===== src/rtl/alien_fire_scheduler_pkg.sv =====
// Shared definitions for the space-invaders enemy-fire logic: FSM states,
// random-word width, default column geometry and the shot-counter width.
package space_inv_pkg;

  localparam int RAND_W       = 48;
  localparam int DEF_NUM_COLS = 8;
  localparam int DEF_COL_W    = $clog2(DEF_NUM_COLS);
  localparam int SHOT_W       = 3;

  typedef enum logic [1:0] {
    IDLE,
    WAIT,
    PICK,
    ISSUE
  } fire_state_t;

endpackage


===== src/rtl/alien_fire_scheduler_if.sv =====
// Fire-request channel between the enemy-fire scheduler (master) and the
// bullet manager (slave), plus the shot bookkeeping that travels with it.
interface alien_fire_scheduler_if #(
  parameter int COL_W = space_inv_pkg::DEF_COL_W
);
  import space_inv_pkg::*;

  logic              fire_valid;
  logic              fire_ready;
  logic [COL_W-1:0]  fire_col;
  logic              shot_done;
  logic [SHOT_W-1:0] in_flight;

  modport master (
    output fire_valid,
    output fire_col,
    output in_flight,
    input  fire_ready,
    input  shot_done
  );

  modport slave (
    input  fire_valid,
    input  fire_col,
    input  in_flight,
    output fire_ready,
    output shot_done
  );

endinterface


===== src/rtl/alien_fire_scheduler_scan.sv =====
// Rotating alive-column scanner: while active, tests one column per cycle
// starting at 'start' and wrapping modulo NUM_COLS.
module alive_column_scan
  import space_inv_pkg::*;
#(
  parameter int NUM_COLS = DEF_NUM_COLS,
  localparam int COL_W   = $clog2(NUM_COLS)
) (
  input  logic                clk,
  input  logic                rst_n,
  input  logic                active,
  input  logic [COL_W-1:0]    start,
  input  logic [NUM_COLS-1:0] alive,
  output logic                hit,
  output logic [COL_W-1:0]    col,
  output logic                done
);

  logic [COL_W-1:0] step;

  // NUM_COLS is a power of two, so the natural wrap of the adder is the modulo
  assign col  = start + step;
  assign hit  = active && alive[col];
  assign done = active && (step == COL_W'(NUM_COLS - 1));

  always_ff @(posedge clk or negedge rst_n) begin
    if (!rst_n) begin
      step <= '0;
    end else if (active && !hit && !done) begin
      step <= step + COL_W'(1);
    end else begin
      step <= '0;
    end
  end

endmodule


===== src/rtl/alien_fire_scheduler.sv =====
// Enemy-fire scheduler: random frame gap, random alive column, one fire request
// per shot, shots-in-flight limit. Optional aimed fire under macro FIRE_AIM_EN.
module alien_fire_scheduler
  import space_inv_pkg::*;
#(
  parameter int NUM_COLS  = DEF_NUM_COLS,
  parameter int MIN_GAP   = 20,
  parameter int GAP_BITS  = 6,
  parameter int MAX_SHOTS = 3,
  localparam int COL_W    = $clog2(NUM_COLS)
) (
  input  logic                  clk,
  input  logic                  rst_n,
  input  logic                  enable,
  input  logic                  frame_tick,
  input  logic [RAND_W-1:0]     random_number,
  input  logic [NUM_COLS-1:0]   alive_cols,
  input  logic [COL_W-1:0]      player_col,
  alien_fire_scheduler_if.master fire
);

  localparam int GAP_W = $clog2(MIN_GAP + (1 << GAP_BITS));

  fire_state_t       state;
  logic [GAP_W-1:0]  gap;
  logic [GAP_W-1:0]  fresh_gap;
  logic [COL_W-1:0]  start;
  logic              fire_valid_q;
  logic [COL_W-1:0]  fire_col_q;
  logic [SHOT_W-1:0] in_flight_q;
  logic              pick_go;
  logic              accept;
  logic              retire;
  logic              scan_hit;
  logic              scan_done;
  logic [COL_W-1:0]  scan_col;
  logic              unused_rand;

  assign unused_rand = ^random_number;
  assign fresh_gap   = GAP_W'(MIN_GAP) + GAP_W'(random_number[GAP_BITS-1:0]);
  assign pick_go     = (gap == '0) && (in_flight_q < SHOT_W'(MAX_SHOTS));
  assign accept      = fire_valid_q && fire.fire_ready;
  assign retire      = fire.shot_done && (in_flight_q != '0);

`ifdef FIRE_AIM_EN
  logic pick_first;
  logic aim_hit;
  assign aim_hit = pick_first && random_number[RAND_W-1] && alive_cols[player_col];
`else
  logic unused_player;
  assign unused_player = ^player_col;
`endif

  alive_column_scan #(.NUM_COLS(NUM_COLS)) u_scan (
    .clk    (clk),
    .rst_n  (rst_n),
    .active (state == PICK),
    .start  (start),
    .alive  (alive_cols),
    .hit    (scan_hit),
    .col    (scan_col),
    .done   (scan_done)
  );

  always_ff @(posedge clk or negedge rst_n) begin
    if (!rst_n) begin
      state        <= IDLE;
      gap          <= '0;
      start        <= '0;
      fire_valid_q <= 1'b0;
      fire_col_q   <= '0;
`ifdef FIRE_AIM_EN
      pick_first   <= 1'b0;
`endif
    end else begin
`ifdef FIRE_AIM_EN
      pick_first <= enable && (state == WAIT) && pick_go;
`endif
      if (!enable) begin
        state        <= IDLE;
        fire_valid_q <= 1'b0;
      end else begin
        case (state)
          IDLE: begin
            state <= WAIT;
            gap   <= fresh_gap;
          end
          // a zero gap parks here while the screen already holds MAX_SHOTS bullets
          WAIT: begin
            if (gap == '0) begin
              if (pick_go) begin
                state <= PICK;
                start <= random_number[24 +: COL_W];
              end
            end else if (frame_tick) begin
              gap <= gap - GAP_W'(1);
            end
          end
          PICK: begin
`ifdef FIRE_AIM_EN
            if (aim_hit) begin
              fire_col_q   <= player_col;
              fire_valid_q <= 1'b1;
              state        <= ISSUE;
            end else
`endif
            if (scan_hit) begin
              fire_col_q   <= scan_col;
              fire_valid_q <= 1'b1;
              state        <= ISSUE;
            end else if (scan_done) begin
              state <= WAIT;
              gap   <= fresh_gap;
            end
          end
          ISSUE: begin
            if (fire.fire_ready) begin
              fire_valid_q <= 1'b0;
              state        <= WAIT;
              gap          <= fresh_gap;
            end
          end
          default: state <= IDLE;
        endcase
      end
    end
  end

  // shot_done keeps counting even while the game is disabled
  always_ff @(posedge clk or negedge rst_n) begin
    if (!rst_n) begin
      in_flight_q <= '0;
    end else if (accept && !retire && (in_flight_q < SHOT_W'(MAX_SHOTS))) begin
      in_flight_q <= in_flight_q + SHOT_W'(1);
    end else if (retire && !accept) begin
      in_flight_q <= in_flight_q - SHOT_W'(1);
    end
  end

  assign fire.fire_valid = fire_valid_q;
  assign fire.fire_col   = fire_col_q;
  assign fire.in_flight  = in_flight_q;

endmodule


===== src/flat_wrapper.sv =====
// flat-port wrapper written by rule: the top's interface ports become plain ports
module alien_fire_scheduler_flat import space_inv_pkg::*;
#(
  parameter int NUM_COLS  = DEF_NUM_COLS,
  parameter int MIN_GAP   = 20,
  parameter int GAP_BITS  = 6,
  parameter int MAX_SHOTS = 3,
  localparam int COL_W    = $clog2(NUM_COLS)
)
  (clk, rst_n, enable, frame_tick, random_number, alive_cols, player_col, fire_fire_valid, fire_fire_col, fire_in_flight, fire_fire_ready, fire_shot_done);
  alien_fire_scheduler_if #(.COL_W((3))) fire_i ();
  input  logic clk;
  input  logic rst_n;
  input  logic enable;
  input  logic frame_tick;
  input  logic [RAND_W-1:0] random_number;
  input  logic [NUM_COLS-1:0] alive_cols;
  input  logic [COL_W-1:0] player_col;
  output wire logic [$bits(fire_i.fire_valid)-1:0] fire_fire_valid;
  output wire logic [$bits(fire_i.fire_col)-1:0] fire_fire_col;
  output wire logic [$bits(fire_i.in_flight)-1:0] fire_in_flight;
  input wire logic [$bits(fire_i.fire_ready)-1:0] fire_fire_ready;
  input wire logic [$bits(fire_i.shot_done)-1:0] fire_shot_done;
  assign fire_fire_valid = fire_i.fire_valid;
  assign fire_fire_col = fire_i.fire_col;
  assign fire_in_flight = fire_i.in_flight;
  assign fire_i.fire_ready = fire_fire_ready;
  assign fire_i.shot_done = fire_shot_done;
  alien_fire_scheduler #(.NUM_COLS(NUM_COLS), .MIN_GAP(MIN_GAP), .GAP_BITS(GAP_BITS), .MAX_SHOTS(MAX_SHOTS)) u_core (.clk(clk), .rst_n(rst_n), .enable(enable), .frame_tick(frame_tick), .random_number(random_number), .alive_cols(alive_cols), .player_col(player_col), .fire(fire_i));
endmodule

===== config.mk =====
export PLATFORM = sky130hd
export DESIGN_NAME = alien_fire_scheduler_flat
export DESIGN_NICKNAME = d
export VERILOG_FILES = /design/src/rtl/alien_fire_scheduler_pkg.sv /design/src/rtl/alien_fire_scheduler_if.sv /design/src/rtl/alien_fire_scheduler_scan.sv /design/src/rtl/alien_fire_scheduler.sv /design/src/flat_wrapper.sv
export SDC_FILE = /design/constraint.sdc
export NUM_CORES = 1
export LEC_CHECK = 0
export ABC_AREA = 1
export BUFFER_PORTS_ARGS = -buffer_cell sky130_fd_sc_hd__buf_2
export CORE_MARGIN = 2
export CORE_UTILIZATION = 35
export DETAILED_ROUTE_END_ITERATION = 10
export MAX_ROUTING_LAYER = met4
export PLACE_DENSITY_LB_ADDON = 0.1
export SETUP_SLACK_MARGIN = 0.4
export SYNTH_ARGS = -nofsm -noshare
export SYNTH_HDL_FRONTEND = slang
export SYNTH_SLANG_ARGS = --single-unit
export TNS_END_PERCENT = 30

===== constraint.sdc =====
create_clock -name clk -period 3.27 [get_ports clk]
set_input_delay 0.8175 -clock clk [delete_from_list [all_inputs] [get_ports clk]]
set_output_delay 0.8175 -clock clk [all_outputs]
set_load 0.1 [all_outputs]

Word-level counts from Yosys, hierarchy flattened:

Cells that the tools add are included.

* $add $sub $neg: 6
* equality and inequality tests: 15
* multipliers: 0
* div/mod/pow operators: 0
* muxes and demuxes: 22
* bitwise logic cells: 0
* reduce and logical (&&, ||, !) cells: 23
* magnitude comparators: 2
* shift operators: 0

Operators with widths (count)
* 7-bit 2-to-1 mux: 5
* 7-bit one-hot mux with 4 select lines: 1
* 2-bit 2-to-1 mux: 6
* 1-bit logical AND: 10
* 3-bit 2-to-1 mux: 3
* 3-bit by 2-bit inequality test with 1-bit output (second input constant): 3
* 2-bit inequality test (second input constant): 4
* 2-bit one-hot mux with 4 select lines: 1
* 4-bit AND reduction: 2
* 5-bit by 6-bit adder with 7-bit output (first input constant): 1
* 7-bit zero test: 1
* 7-bit by 1-bit subtractor with 7-bit output (second input constant): 1
* 3-bit by 1-bit adder with 3-bit output (second input constant): 2
* 3-bit AND reduction: 2
* 6-bit AND reduction: 1
* 2-bit == test (second input constant): 2
* 1-bit zero test: 4
* 3-bit by 4-bit less-than comparator with 1-bit output (second input constant): 1
* 1-bit 2-to-1 mux: 4
* 4-bit by 2-bit inequality test with 1-bit output (second input constant): 1
* 3-bit adder: 1
* 1-bit binary-select mux with 3-bit select: 1
* 3-bit == test (second input constant): 1
* 3-bit by 2-bit less-than comparator with 1-bit output (second input constant): 1
* other kinds (9): 9

* ROM bits: 0
* bits in registers: 22
* bits in writable memories: 0
* memories kept: 0
* output and inout port bits: 7
* word-level logic and storage cells: 75
* bits in latches: 0
* input port bits: 65

Longest topological paths before layout:

* depth in word-level cells: 8
* gate-level depth with buffers: 15
* depth with buffers taken out: 15

Modules after synthesis:

Synthesis repeated with hierarchy kept, for this count alone.

* cells, all modules: 227
* area, all modules: 1592.8 µm²

Modules (own cells, without submodules)
* alien_fire_scheduler: cells an instance 174, times used 1, area an instance 1260.0 µm², seq. area each 475.5 µm²
* alive_column_scan: cells an instance 53, times used 1, area an instance 332.8 µm², seq. area each 75.1 µm²

Worst setup path before layout:

OpenSTA, ideal clock, no wires.

* kind: register to register
* from: register u_core.fire_valid_q, in the netlist u_core.fire.fire_valid
* to: register u_core.in_flight_q[2], in the netlist u_core.fire.in_flight[2]
* path buffers: 0
* period minus slack after synthesis: 2.052 ns
* stages on the path, launching flop included: 7
* library setup time: 0.079 ns
* arrival: 1.973 ns
* setup slack: 1.218 ns
* required time: 3.191 ns
* cells stage by stage: dfrtp_1 > nand2_1 > a21oi_1 > nand2_1 > fa_1 > a21oi_1 > xor2_1

* longest elaborated chain between the ends: 4
* elaborated cells between the ends (all ways): 7
* those cells by class: mux (1); reduce/logical (6)

RTL lines
* start: declaration: line alien_fire_scheduler.sv:28 `logic fire_valid_q;`
* start signal: assignment: line alien_fire_scheduler.sv:70 `fire_valid_q <= 1'b0;`
* start signal: assignment: line alien_fire_scheduler.sv:81 `fire_valid_q <= 1'b0;`
* start signal: assignment: line alien_fire_scheduler.sv:109 `fire_valid_q <= 1'b1;`
* 1-bit logical AND (*): line alien_fire_scheduler.sv:42 `assign accept = fire_valid_q && fire.fire_ready;`
* 1-bit logical AND / 1-bit zero test (equally long branches): line alien_fire_scheduler.sv:133, alien_fire_scheduler.sv:135
* 1-bit logical AND, on equally long branches: line alien_fire_scheduler.sv:133, alien_fire_scheduler.sv:135
* 3-bit 2-to-1 mux / 2-bit nonzero test (equally long branches)
* end signal: assignment: line alien_fire_scheduler.sv:134 `in_flight_q <= in_flight_q + SHOT_W'(1);`
* end signal: assignment: line alien_fire_scheduler.sv:136 `in_flight_q <= in_flight_q - SHOT_W'(1);`
* end: declaration: line alien_fire_scheduler.sv:30 `logic [SHOT_W-1:0] in_flight_q;`

Every way passes the cells marked *; elsewhere a longest branch is shown, timed or not.
A chain may end at the register's enable or synchronous reset.

Final worst setup path:

* from: register u_core.in_flight_q[0], in the netlist u_core.fire.in_flight[0]
* to: output port fire_in_flight[0]

RTL lines
* end: declaration: line flat_wrapper.sv:21 `output wire logic [$bits(fire_i.in_flight)-1:0] fire_in_flight;`

No word-level cell between the ends.

==> qor.csv <==
metric,value,unit
Critical R2R Launch,u_core.u_scan.step[0]$_DFF_PN0_,
"Clk pin slew, worst setup/hold paths",0.08,ns
die height,70.7,um
Top Ports,72,
CTS H-tree lvls,1,
gate count after technology mapping,211,
total gr overflow,0,
CTS Sinks,22,
Max Slew Vio Count,0,
Clock Root Buffer,clkbuf_8,
Final HPWL DP,2470,um
Initial Utilization,36.1,%
placed cell area,1760,sq um
required time worst endpoint,2.45,ns
Layout Cells excl Fill,294,
CP Launch Point,u_core.fire.in_flight[0]$_DFFE_PN0P_,
TritonCTS clock tree,done,
1st-iter DRT viols,42,
Worst Clk Skew,0.00107,ns
clock latency on the worst-skew pair,0.26,ns
"Seq/Total Area, Yosys",35.3,%
Residual DRC,0,
area grow syn2layout,16.2,%
Mapped Area,1560,sq um
Lkg Pwr,0.000970,uW
Fin Setup TNS,0,ns
Pwr Density,778,nW/um^2
DR vias,1339,
Die ar.,5000,sq um
First-pass DRT Iterations,4,
layout cell share with drive strength beyond 1,22.7,%
routed len/inst,10.5,um
Die W,70.7,um
Synth Warn #,0,
worst path bufs/invs,1,
ant diodes,0,
CP Class,flop to output port,
core area,4320,sq um
Worst Hold Class,flop to flop,
# port buffers,29,
R2R setup slack,1.29,ns
Worst setup EP type,output port,
Syn Nets,287,
GRT Overall Usage,14.3,%
RD Place Congestion,0.745,
post-DR vias/cell,4.55,
Clock Tree Buf Depth,2,
Yosys reg bits,22,
Least-Margin Pin Slew,0.524,ns
RSZ-0062 raised after global routing,no,
Final ANT Viol Nets,0,
Worst slew margin,65.0,%
# nets final,319,
crit path DAT,1.18,ns
slowest stage cell on the critical path,buf_2,
worst vdd ir,0.483,mV
"commonest non-fill, non-tap cells in the layout","62 x nand2_1, 29 x buf_2, 27 x inv_1",
"slowest stage delay, CP",0.47,ns
outcome,"complete, no violations",
final worst path period share,61.2,%
RR Endpoint,u_core.fire.fire_col[0]$_DFFE_PN0P_,
drt total wl,3100,um
mean post-synth cell area,7.39,sq um
"most common cell after layout, fill and taps aside",nand2_1,
final instance area,1810,sq um
critical path's top delay family,buffers and inverters,
Rows,24,
Post-Place Cells,290,
Max Freq,0.500,GHz
hold buffers post-CTS,0,
first-pass GRT wire length,5630,um
number of antenna violations at the first check in global routing,0,
number of max-cap violations,0,
CP cell instances,buf_2,
CTS Buf Count,3,
Stages on worst setup path,1,
min Tclk post-route,2.00,ns
post-synth cell types,28,
post-CTS setup buffer count,0,
Worst Setup Start Kind,flop,
largest fanout on the critical path,5,
fill cell count,470,
CP Capture Point,fire_in_flight[0],
vias in the first global route,1331,
pin count of the biggest net entering global routing,23,
post-cts repair resize count,0,
setup violators final,0,
"Hold Violations, Final",0,
Worst R2R Path Depth,12,
## layer usage
layer  GRT usage [%]  routed length, um  share of wire, %  vias up
met5               -                  0                 0        -
met4            2.52                 17              0.55        0
met3            3.42                111               3.6        2
met2            23.8               1440                46       16
met1            18.0               1530                49      584
li1                -                  -                 -      737
## through the flow
stage               power (uW)  utilization (%)  hold WS (ns)  setup slack, ns
floorplan                 1080                -         0.437             1.22
global placement          1230             40.6         0.468             1.25
detailed placement        1230             40.6         0.466             1.25
CTS                       1430             41.9         0.476             1.25
global route              1550             41.9         0.514             1.00
finish                    1410             41.9         0.474             1.27
## where the power goes
group | switching (uW) | leakage [uW] | internal (uW)
Sequential | 87.9 | 0.000278 | 357
Clock | 86.9 | 0.0000288 | 107
Combinational | 539 | 0.000663 | 232
Total | 714 | 0.000970 | 696
## how the worst min path moves through the flow
stage | from | end | slack [ns] | depth (start not counted)
final | u_core.u_scan.step[0]$_DFF_PN0_ | u_core.u_scan.step[0]$_DFF_PN0_ | 0.47 | 1
after global routing | u_core.u_scan.step[0]$_DFF_PN0_ | u_core.u_scan.step[0]$_DFF_PN0_ | 0.51 | 1
after CTS | u_core.u_scan.step[0]$_DFF_PN0_ | u_core.u_scan.step[0]$_DFF_PN0_ | 0.48 | 1
after detailed placement | u_core.u_scan.step[0]$_DFF_PN0_ | u_core.u_scan.step[0]$_DFF_PN0_ | 0.47 | 1
after global placement | u_core.u_scan.step[0]$_DFF_PN0_ | u_core.u_scan.step[0]$_DFF_PN0_ | 0.47 | 1
after floorplan | u_core.u_scan.step[0]$_DFF_PN0_ | u_core.u_scan.step[0]$_DFF_PN0_ | 0.44 | 1
## synth_stat cells
library cell / instances / area, sq um
a21oi_1: 11 / 55.1
a21oi_4: 1 / 16.3
a31oi_1: 1 / 6.26
buf_2: 1 / 5.00
buf_4: 1 / 7.51
dfrtp_1: 22 / 551
fa_1: 2 / 40.0
ha_1: 9 / 113
inv_1: 27 / 101
inv_2: 2 / 7.51
inv_4: 1 / 6.26
nand2_1: 62 / 233
nand2_2: 6 / 37.5
nand2_4: 2 / 22.5
nand3_1: 17 / 85.1
nand3_2: 2 / 20.0
nand3_4: 1 / 17.5
nand3b_1: 1 / 7.51
nand4_1: 4 / 25.0
nor2_1: 13 / 48.8
nor2_2: 3 / 18.8
nor3_1: 1 / 5.00
o21a_1: 1 / 7.51
o21ai_0: 5 / 25.0
o21ai_1: 7 / 35.0
o21ai_2: 1 / 8.76
or2_2: 3 / 18.8
xor2_1: 4 / 35.0
## state kept, by name, indices dropped and copies added, names as in the netlist
name	cells
u_core.gap	7
u_core.start	3
u_core.u_scan.step	3
u_core.state	2
u_core.fire.fire_col	3
u_core.fire.fire_valid	1
u_core.fire.in_flight	3
## final cells by class
cell class / count / area, sq um / share of cell area (%)
multi-input cells: 157 / 881 / 48.6
inverters: 30 / 115 / 6.35
repair buffers: 29 / 145 / 8.01
well taps: 52 / 65.1 / 3.59
flip-flops and latches: 22 / 551 / 30.4
clock buffers: 4 / 55.1 / 3.04
## cell families (layout without fill, tap and decap cells)
| group | after synthesis | after routing | share of synthesized area [%] |
|---|---|---|---|
| xor+xnor | 4 | 4 | 2.25 |
| fa+ha+maj | 11 | 11 | 9.79 |
| flops | 22 | 22 | 35.3 |
| buf+inv | 32 | 63 | 8.19 |
| compound gates | 27 | 27 | 9.87 |
| simple gates | 115 | 115 | 34.6 |
Power figures use the tool's default switching activity.
